$ cat src/rtl/exp_seq_ctrl.sv
// exp_seq_ctrl: sequencing controller for the multi-cycle exponent unit in EXE.
// Holds the Rn operand steady, freezes the front of the pipe while the unit
// works, latches the result and releases the pipe with a one-cycle done pulse.
// Optional feature macro: EXP_STALL_CNT_EN adds the stall_cycles counter output.
module exp_seq_ctrl #(
  parameter int unsigned LATENCY = 8,
  parameter int unsigned CNT_W   = 4
) (
  input  logic        clk,
  input  logic        rst,
  input  logic        exe_valid,
  input  logic        exp_en,
  input  logic        flush,
  input  logic [31:0] operand_in,
  input  logic [31:0] exp_res,
  output logic [31:0] exp_data,
  output logic [31:0] exp_result,
  output logic        freeze,
  output logic        exp_done,
  output logic        busy
`ifdef EXP_STALL_CNT_EN
  ,
  output logic [31:0] stall_cycles
`endif
);

  localparam int unsigned DATA_W = 32;
  localparam logic [CNT_W-1:0] CNT_LOAD = CNT_W'(LATENCY - 1);

  typedef enum logic [1:0] {
    IDLE = 2'd0,
    RUN  = 2'd1,
    DONE = 2'd2
  } state_e;

  state_e              state_q, state_d;
  logic [CNT_W-1:0]    cnt_q, cnt_d;
  logic [DATA_W-1:0]   hold_q, hold_d;
  logic [DATA_W-1:0]   result_q, result_d;
  logic                start;

  // State, countdown, operand hold and result registers
  always_ff @(posedge clk or posedge rst) begin
    if (rst) begin
      state_q  <= IDLE;
      cnt_q    <= '0;
      hold_q   <= '0;
      result_q <= '0;
    end else begin
      state_q  <= state_d;
      cnt_q    <= cnt_d;
      hold_q   <= hold_d;
      result_q <= result_d;
    end
  end

  // Next-state, operand steering and result capture
  always_comb begin
    state_d  = state_q;
    cnt_d    = cnt_q;
    hold_d   = hold_q;
    result_d = result_q;
    start    = 1'b0;
    exp_data = operand_in;
    unique case (state_q)
      IDLE: begin
        start = exe_valid & exp_en & ~flush;
        if (start) begin
          hold_d  = operand_in;
          cnt_d   = CNT_LOAD;
          state_d = RUN;
        end
      end
      RUN: begin
        exp_data = hold_q;
        if (flush) begin
          // Killed instruction: drop back without touching the result
          state_d = IDLE;
        end else if (cnt_q != '0) begin
          cnt_d = cnt_q - CNT_W'(1);
        end else begin
          result_d = exp_res;
          state_d  = DONE;
        end
      end
      DONE: begin
        // Same instruction still sits in EXE; never retrigger from here
        exp_data = hold_q;
        state_d  = IDLE;
      end
      default: state_d = IDLE;
    endcase
  end

  // Freeze must fall the same cycle as a flush or an async reset
  always_comb begin
    freeze   = ~rst & (start | ((state_q == RUN) & ~flush));
    exp_done = (state_q == DONE) & ~flush;
    busy     = (state_q == RUN) | (state_q == DONE);
  end

  assign exp_result = result_q;

`ifdef EXP_STALL_CNT_EN
  logic [31:0] stall_q, stall_d;

  // Saturating count of frozen cycles
  always_comb begin
    stall_d = stall_q;
    if (freeze && (stall_q != 32'hFFFF_FFFF)) stall_d = stall_q + 32'd1;
  end

  // Stall counter register
  always_ff @(posedge clk or posedge rst) begin
    if (rst) stall_q <= '0;
    else     stall_q <= stall_d;
  end

  assign stall_cycles = stall_q;
`endif

endmodule

$ cat config.mk
export PLATFORM = sky130hd
export DESIGN_NAME = exp_seq_ctrl
export DESIGN_NICKNAME = d
export VERILOG_FILES = /design/src/rtl/exp_seq_ctrl.sv
export SDC_FILE = /design/constraint.sdc
export NUM_CORES = 1
export LEC_CHECK = 0
export BUFFER_PORTS_ARGS = -buffer_cell sky130_fd_sc_hd__buf_2
export CAP_MARGIN = 15
export CORE_MARGIN = 3
export CORE_UTILIZATION = 35
export DETAILED_ROUTE_END_ITERATION = 10
export PLACE_DENSITY_LB_ADDON = 0.2
export RECOVER_POWER = 50
export SLEW_MARGIN = 0
export SYNTH_ARGS = -nofsm -noshare
export SYNTH_HDL_FRONTEND = slang
export SYNTH_SLANG_ARGS = --single-unit
$ cat constraint.sdc
create_clock -name clk -period 1.9 [get_ports clk]
set_clock_uncertainty 0.05 [all_clocks]
set_input_delay 0.095 -clock clk [delete_from_list [all_inputs] [get_ports clk]]
set_output_delay 0.095 -clock clk [all_outputs]
set_load 0.02 [all_outputs]
# Word-level counts from Yosys, hierarchy flattened
# Index checks and enable logic that the tools add are counted.
[word_totals] ram_bits=0 elab_cells=39 in_bits=69 rom_bits=0 out_inout_bits=67 memories=0 reg_bits=70 latch_bits=0
[classes] muxes=10 reduce_logical=8 div_mod_pow=0 n_mul=0 add_sub_neg=1 n_eq_ne=6 shifts=0 n_bitwise=10 order_cmp=0
[op_table] op="2-to-1 mux 32 bit" count=1
[op_table] op="2-to-1 mux 4 bit" count=3
[op_table] op="one-hot mux 4 bit (2 select lines)" count=1
[op_table] op="2-to-1 mux 2 bit" count=3
[op_table] op="inequality test 2 bit, second input constant" count=3
[op_table] op="bitwise AND 1 bit" count=5
[op_table] op="one-hot mux 2 bit (2 select lines)" count=1
[op_table] op="AND reduction 2 bit" count=2
[op_table] op="AND reduction 4 bit" count=1
[op_table] op="nonzero test 4 bit" count=1
[op_table] op="subtractor 4 x 1 -> 4 bit, second input constant" count=1
[op_table] op="inequality test 3 bit, second input constant" count=1
[op_table] op="inverter 1 bit" count=3
[op_table] op="AND reduction 3 bit" count=1
[op_table] op="equality test 2 x 1 -> 1 bit, second input constant" count=1
[op_table] op="equality test 2 bit, second input constant" count=1
[op_table] op="logical NOT 2 bit" count=1
[op_table] op="bitwise OR 1 bit" count=2
[op_table] op="nonzero test 2 bit" count=1
[op_table] op="OR reduction 2 bit" count=1
[op_table] op="2-to-1 mux 1 bit" count=1

# Depth between registers and ports, before layout
# Gate-level depths: netlist (run 1).
[logic_depth] depth_word=5 depth_mapped=7

# Least setup slack after synthesis (run 1)
# OpenSTA, ideal clock, no wires.
[synth_path] path_type="reg-to-output" start="register state_q[1]" end="output exp_data[0]" stages_incl_launch_ff=6 arrival_time_ns=1.766 setup_slack_ns=-0.011 path_cell_list="dfrtp_1 inv_1 ha_1 clkbuf_1 buf_1 mux2_2"
[synth_via] elab_chain_len=3 elab_cells_between_ends=4 classes_between="eq/ne (2); mux (1); reduce/logical (1)"
[synth_rtl] item="start: declaration" line_no="36" source="state_e state_q, state_d;"
[synth_rtl] item="start signal: assignment" line_no="50" source="state_q <= state_d;"
[synth_rtl] item="equality test 2 x 1 -> 1 bit / equality test 2 bit (equally long branches)" line_no="65" source="unique case (state_q)"
[synth_rtl] item="OR reduction 2 bit (no source line) (*)"
[synth_rtl] item="2-to-1 mux 32 bit (*)" line_no="65"
[synth_rtl] item="end: declaration" line_no="16" source="output logic [31:0] exp_data,"
# Every way passes the cells marked *; elsewhere a longest branch is shown, timed or not.

# Worst setup path in the final report (run 1)
[layout_path] start="register state_q[0]" end="output exp_data[12]"
# The elaborated chain is that of the path after synthesis.

==> results.md, run 1 <==
- Power Total: 0.005326 W
- Largest net degree at the start of global routing: 71
- Crit Path Category: register to primary output
- CTS tree: yes
- EDFF count, synth: 0
- DIE AREA: 10290 µm²
- FF/Latch Area: 1752 µm²
- Starting Density: 36.20%
- Asr flop ratio synth: 100.0%
- # fillers: 736
- Vias in the first global route: 2637
- R2r worst-path depth: 6
- Worst Tran Pin Value: 0.9500 ns
- GRT Residual Overflow: 0
- Clock slew seen by the registers of the worst setup and hold paths: 0.07 ns
- Top cells by count, synth: mux2_2, dfrtp_1, a21oi_1, inv_1, ha_1
- Clock tree buffer depth: 2
- Highest Signal Layer: met4
- HPWL after detailed placement: 4507 µm
- VDD IR-drop max: 0.0006806 V
- Synth top area share: 54.95%
- Part of the cycle the worst path needs: 99.92%
- Routed wl met2: 3390 µm
- Routed WL: 7222 µm
- Critical path data arrival time: 1.75 ns
- Sequential cell area fraction in the yosys report: 54.95%
- Leading area contributor after synthesis: dfrtp_1
- Crit start category: register
- Die width: 101.4 µm
- I/O pin count: 136
- CTS sink count: 70
- Min Clock Period, post-route: 1.899 ns
- Outcome: completed
- Max FO, Critical Path: 17
- Largest cells by area after synthesis: dfrtp_1, mux2_2, ha_1, buf_6, a21oi_1
- Seq pwr share: 37.2%
- WL met1: 3165 µm
- Max Slew Vio Count: 0
- Levels on crit path: 5
- DRT antenna net count: 0
- Clock root cell: clkbuf_8
- RD Place Congestion: 0.7082
- TNS Setup: 0 ns
- Area Growth Syn to Fin: 55.49%
- Placed Instances: 455
- CTS Buf Count: 9
- Num rows: 34
- Worst slew margin: 36.67%
- Fin cells: 538
- DR vias/cell: 4.626
- Peak Freq: 526.7 MHz
- Syn Area/Cell: 14.69 µm²
- Layout cells sized above 1: 57.91%
- Sw Share: 30.12%
- Placement Cell Area: 4023 µm²
- Setup Viol. Count Final: 0
- Slowest CP cell: dfrtp_1
- Worst path buffer plus inverter count: 3
- Yosys reg bits: 70
- CP max stage delay: 0.37 ns
- Core Area: 8806 µm²
- TritonRoute pass-1 iters: 3
- Synth Cell Area: 3188 µm²
- Syn Nets: 291
- Post-Syn Instances: 217
- Comb pwr share: 37.2%
- Routed wire length per instance: 13.42 µm
- Starting DRT DRC Count: 29
- Metal3 WL: 552 µm
- H-tree levels: 3
- P_sw: 0.001604 W
- Hold depth: 3
- ANT cells: 0
- Crit end category: primary output
- Warnings, synthesis: 0
- CP required: 1.75 ns
- Static Leakage: 2.477 nW
- Max-Cap Viols: 0
- Cell with the most instances after synthesis: mux2_2
- I/O Buffers: 135
- Worst hold path class: input pin to register
- DRC violations left: 0
- Initial antenna violation count: 0
- WHS: 0.08550 ns
- Final Hold Fails: 0
- RSZ-0062 raised after global routing: yes
- First-pass GRT wire length: 11690 µm
- Design area: 4957 µm²
- Most used DFF post-synth: dfrtp_1
- Delay-heaviest family, CP: buffers and inverters
- Total track usage: 14.05%
- Fin nets: 499
- Cell internal pwr: 0.003722 W
- Clk network pwr share: 25.6%
- Crit path cell chain: inv_2, ha_4, buf_12, mux2_2, buf_4
- Die Height: 101.4 µm
- Worst-Skew Late Latency: 0.32 ns
- Netlist cell types: 28
- Via count of the routed design: 2489
- Area of the multi-input gates: 1361 µm²
- Pwr Density: 1074 nW/µm²
-- area by class of cell --
class                   count  share of cell area [%]
flip-flops and latches     70                   35.34
repair buffers            208                   29.23
multi-input cells         130                   27.46
clock buffers              13                   3.407
well taps                 108                   2.726
clock inverters             3                   1.312
inverters                   6                  0.5300
-- worst paths after layout --
| kind | slack, ns | to | startpoint |
|---|---|---|---|
| worst max-delay path | 0.001 | exp_data[12] | state_q[0] |
| worst min-delay path | 0.09 | state_q[1] | flush |
| worst max register to register | 0.07 | cnt_q[3] | state_q[1] |
| worst min register to register | 0.43 | cnt_q[0] | cnt_q[0] |
| max in group asynchronous | 0.55 | exp_result[31] | rst |
| min in group asynchronous | 0.60 | hold_q[25] | rst |
-- sequential cells by signal (all words and copies together), names as in the netlist --
register,count
cnt_q,4
hold_q,32
exp_result,32
state_q,2
-- what timing repair did --
action / CTS / global route
resized for setup: 7 / 8
pin swaps: 1 / 0
hold buffers: 65 / 0
buffers inserted: 1 / 0
hold endpoints to repair: 134 / 0
setup endpoints to repair: 34 / 35
gates cloned: 1 / 0
-- placed cells by master, fill, tap and decap left out, types with 2 or more instances in the layout --
master	netlist	final
clkbuf_1	1	17
inv_1	6	3
ha_1	5	4
buf_4	0	8
buf_6	4	2
buf_12	0	3
nor2_1	3	3
clkbuf_8	0	12
dfrtp_1	70	70
buf_2	3	112
mux2_2	96	95
and2_2	2	2
inv_2	0	2
a21oi_1	6	6
dlygate4sd3_1	0	65
bufinv_16	0	2
nand2_1	2	2
-- metal layers --
| metal | GRT usage [%] | up-vias |
|---|---|---|
| li1 | - | 1189 |
| met1 | 16.36 | 1185 |
| met2 | 24.85 | 102 |
| met3 | 3.857 | 13 |
| met4 | 4.806 | 0 |
| met5 | 0 | - |
-- cells by family after synthesis --
family | Yosys count | synth area share, %
simple gates | 18 | 3.847
mux | 96 | 33.91
flops | 70 | 54.95
compound gates | 11 | 2.277
buf+inv | 17 | 3.061
fa+ha+maj | 5 | 1.962
-- worst reg2reg max path, delay by kind of cell (launching register included) --
family	cells	cell delay, ns
adders and majority gates	1	0.24
buffers and inverters	1	0.06
DFF	1	0.37
AOI/OAI and AO/OA	2	0.60
and+or+nand+nor	2	0.45
-- power by group through the flow --
stage	clock network, W	registers (W)	logic [W]
finish	0.00136	0.00198	0.00198
global route	0.00148	0.00202	0.00214
CTS	0.00143	0.00198	0.00196
detailed placement	0	0.00200	0.00175
global placement	0	0.00198	0.00173
floorplan	0	0.00197	0.00126
-- stage by stage --
step	worst slack (ns)	util, %
after floorplan	0.09831	-
after global placement	0.08920	45.68
after detailed placement	-0.004368	45.68
after CTS	-0.02619	56.41
after global routing	-0.07971	56.29
final	0.001483	56.29
Power figures use the tool's default switching activity.
==> inputs of run 2 (changes only) <==
BUFFER_PORTS_ARGS = -buffer_cell sky130_fd_sc_hd__buf_4   (was -buffer_cell sky130_fd_sc_hd__buf_2)
GPL_ROUTABILITY_DRIVEN = 0   (was default)
SETUP_SLACK_MARGIN = 0.02   (was default)
==> run 2 against run 1 <==
Effect of this change:
- the flow now finishes with violations (negative setup slack)
- final cell count grew 1.1%
- maximum frequency is 1.1% lower
- highest routed layer unchanged
- global-route usage increased by 1.7 points
- routed wire length up 16%
- first-iteration DRC count rose by 28%
- via count rose by 2.1%
==> results.md, run 2 (synthesis results as in run 1) <==
- Outcome: finished with violations (was completed)
- Failing checks: negative setup slack
- Fin nets: 505 (was 499)
- Setup Viol. Count Final: 15 (was 0)
- Final Hold Fails: 0 (unchanged)
- Crit end category: primary output (unchanged)
- Crit start category: register (unchanged)
- Die Height: 101.4 µm (unchanged)
- Starting DRT DRC Count: 37 (was 29)
- HPWL after detailed placement: 4802 µm (was 4507 µm)
- Worst slew margin: 24.41% (was 36.67%)
- GRT Residual Overflow: 0 (unchanged)
- Largest net degree at the start of global routing: 45 (was 71)
- Pre-CTS setup slack: 0.02254 ns (was -0.004368 ns)
- Critical path data arrival time: 1.77 ns (was 1.75 ns)
- DR vias/cell: 4.671 (was 4.626)
- R2r worst-path depth: 6 (unchanged)
- I/O Buffers: 135 (unchanged)
- Clk network pwr share: 24.7% (was 25.6%)
- Initial antenna violation count: 0 (unchanged)
- VDD IR-drop max: 0.0008268 V (was 0.0006806 V)
- I/O pin count: 136 (unchanged)
- Commonest non-fill, non-tap cell in the layout: buf_4 (was buf_2)
- Sw Share: 30.36% (was 30.12%)
- Placed Instances: 456 (was 455)
- DRT antenna net count: 0 (unchanged)
- CTS sink count: 70 (unchanged)
- Clock slew seen by the registers of the worst setup and hold paths: 0.07 ns (about the same)
- ANT cells: 0 (unchanged)
- Max FO, Critical Path: 17 (unchanged)
- RSZ-0062 raised after global routing: yes (unchanged)
- Min Clock Period, post-route: 1.920 ns (was 1.899 ns)
- Worst hold start: flush (unchanged)
- TNS Setup: -0.1418 ns (was 0 ns)
- Crit Path Category: register to primary output (unchanged)
- Reg2reg start: state_q[0] (was state_q[1])
- Worst hold path class: input pin to register (unchanged)
- Area of the multi-input gates: 1439 µm² (was 1361 µm²)
- Part of the cycle the worst path needs: 101.0% (was 99.92%)
- Max-Cap Viols: 0 (unchanged)
- First-pass GRT wire length: 12810 µm (was 11690 µm)
- DIE AREA: 10290 µm² (unchanged)
- H-tree levels: 3 (unchanged)
- Seq pwr share: 34.0% (was 37.2%)
- Static Leakage: 2.663 nW (was 2.477 nW)
- WHS: 0.05377 ns (was 0.08550 ns)
- Routed WL: 8381 µm (was 7222 µm)
- Fin cells: 544 (was 538)
- Pwr Density: 1081 nW/µm² (was 1074 nW/µm²)
- CP required: 1.75 ns (about the same)
- CTS Buf Count: 9 (unchanged)
- Total track usage: 15.78% (was 14.05%)
- Core Area: 8806 µm² (unchanged)
- Vias in the first global route: 2778 (was 2637)
- TritonRoute pass-1 iters: 4 (was 3)
- Worst setup margin: -0.01981 ns (was 0.001483 ns)
- RR Endpoint: cnt_q[3] (unchanged)
- Routed wire length per instance: 15.41 µm (was 13.42 µm)
- Peak Freq: 520.9 MHz (was 526.7 MHz)
- Max Slew Vio Count: 0 (unchanged)
- Worst Tran Pin Value: 1.134 ns (was 0.9500 ns)
- Most frequent cells in the layout: buf_4, mux2_2, dfrtp_1, dlygate4sd3_1, clkbuf_1 (was buf_2, mux2_2, dfrtp_1, dlygate4sd3_1, clkbuf_1)
- Worst-Skew Late Latency: 0.33 ns (was 0.32 ns)
- Via count of the routed design: 2541 (was 2489)
- Starting Density: 36.20% (unchanged)
- R2r setup slk: 0.04 ns (was 0.07 ns)
- CTS tree: yes (unchanged)
- Worst min-delay path endpoint: state_q[1] (unchanged)
- Num rows: 34 (unchanged)
- Comb pwr share: 41.3% (was 37.2%)
- Layout cells sized above 1: 58.72% (was 57.91%)
- Clock root cell: clkbuf_8 (unchanged)
- FF/Latch Area: 1752 µm² (unchanged)
- # fillers: 674 (was 736)
- Hold depth: 3 (unchanged)
- P_sw: 0.001785 W (was 0.001604 W)
- Die width: 101.4 µm (unchanged)
- Area Growth Syn to Fin: 70.60% (was 55.49%)
- DRC violations left: 0 (unchanged)
- Clock tree buffer depth: 2 (unchanged)
- Cell internal pwr: 0.004094 W (was 0.003722 W)
-- run 2: cell types whose count changed in the layout (fill, tap and decap cells not counted), moves of 2 or more --
cell and change:
buf_2 -112, buf_4 +99, buf_6 +15, clkbuf_8 -3, clkinv_4 +2, mux2_2 -15, mux2_4 +15
-- run 2: through the flow --
step           instance area [µm²]  utilization (%)  total power, W
2_1_floorplan                 3196                -        0.003236
3_3_place_gp                  4380            49.74        0.003930
3_5_place_dp                  4380            49.74        0.003969
4_1_cts                       5374            61.03        0.005754
5_1_grt                       5439            61.76        0.006196
6_report                      5439            61.76        0.005879
-- run 2: cell type report --
class | instances | area share [%]
clock inverters | 7 | 2.254
repair buffers | 214 | 33.89
clock buffers | 9 | 2.277
multi-input cells | 130 | 26.46
inverters | 6 | 0.4371
flip-flops and latches | 70 | 32.21
well taps | 108 | 2.484
-- run 2: per-layer routing --
| metal | global-route usage [%] | up-vias | part of all wire [%] | wire [µm] |
|---|---|---|---|---|
| met1 | 18.26 | 1229 | 43 | 3565 |
| met3 | 4.683 | 6 | 6.9 | 580 |
| met5 | 0 | - | 0 | 0 |
| met2 | 28.17 | 101 | 50 | 4181 |
| met4 | 4.601 | 0 | 0.63 | 53 |
| li1 | - | 1205 | - | - |
-- run 2: worst max-delay path, cell delays in order, from the launching register on --
cell	delay [ns]
dfrtp_1	0.37
inv_2	0.07
ha_4	0.31
buf_12	0.16
mux2_2	0.36
buf_4	0.16
-- run 2: power by group through the flow --
stage,Combinational [W],Sequential (W),Clock [W]
2_1_floorplan,0.00126,0.00197,0
3_3_place_gp,0.00194,0.00199,0
3_5_place_dp,0.00196,0.00201,0
4_1_cts,0.00226,0.00198,0.00151
5_1_grt,0.00259,0.00204,0.00157
6_report,0.00243,0.00200,0.00145
-- run 2: repair_timing --
action | CTS | global route
cloned | 1 | 1
pin swaps | 0 | 3
endpoints found under the setup margin | 34 | 67
gates resized for setup | 15 | 28
hold endpoints to repair | 134 | 0
buffers inserted | 2 | 3
hold buffers | 65 | 0
-- run 2: worst max path at each step --
stage / to / from / depth (start not counted) / slack, ns
after floorplan: cnt_q[3] / state_q[1] / 7 / 0.1
after global placement: cnt_q[3] / state_q[1] / 6 / 0.09
after detailed placement: cnt_q[3] / state_q[1] / 6 / 0.02
after CTS: exp_data[10] / state_q[0] / 5 / -0.04
after global routing: exp_data[20] / state_q[1] / 5 / -0.11
final: exp_data[18] / state_q[1] / 5 / -0.02
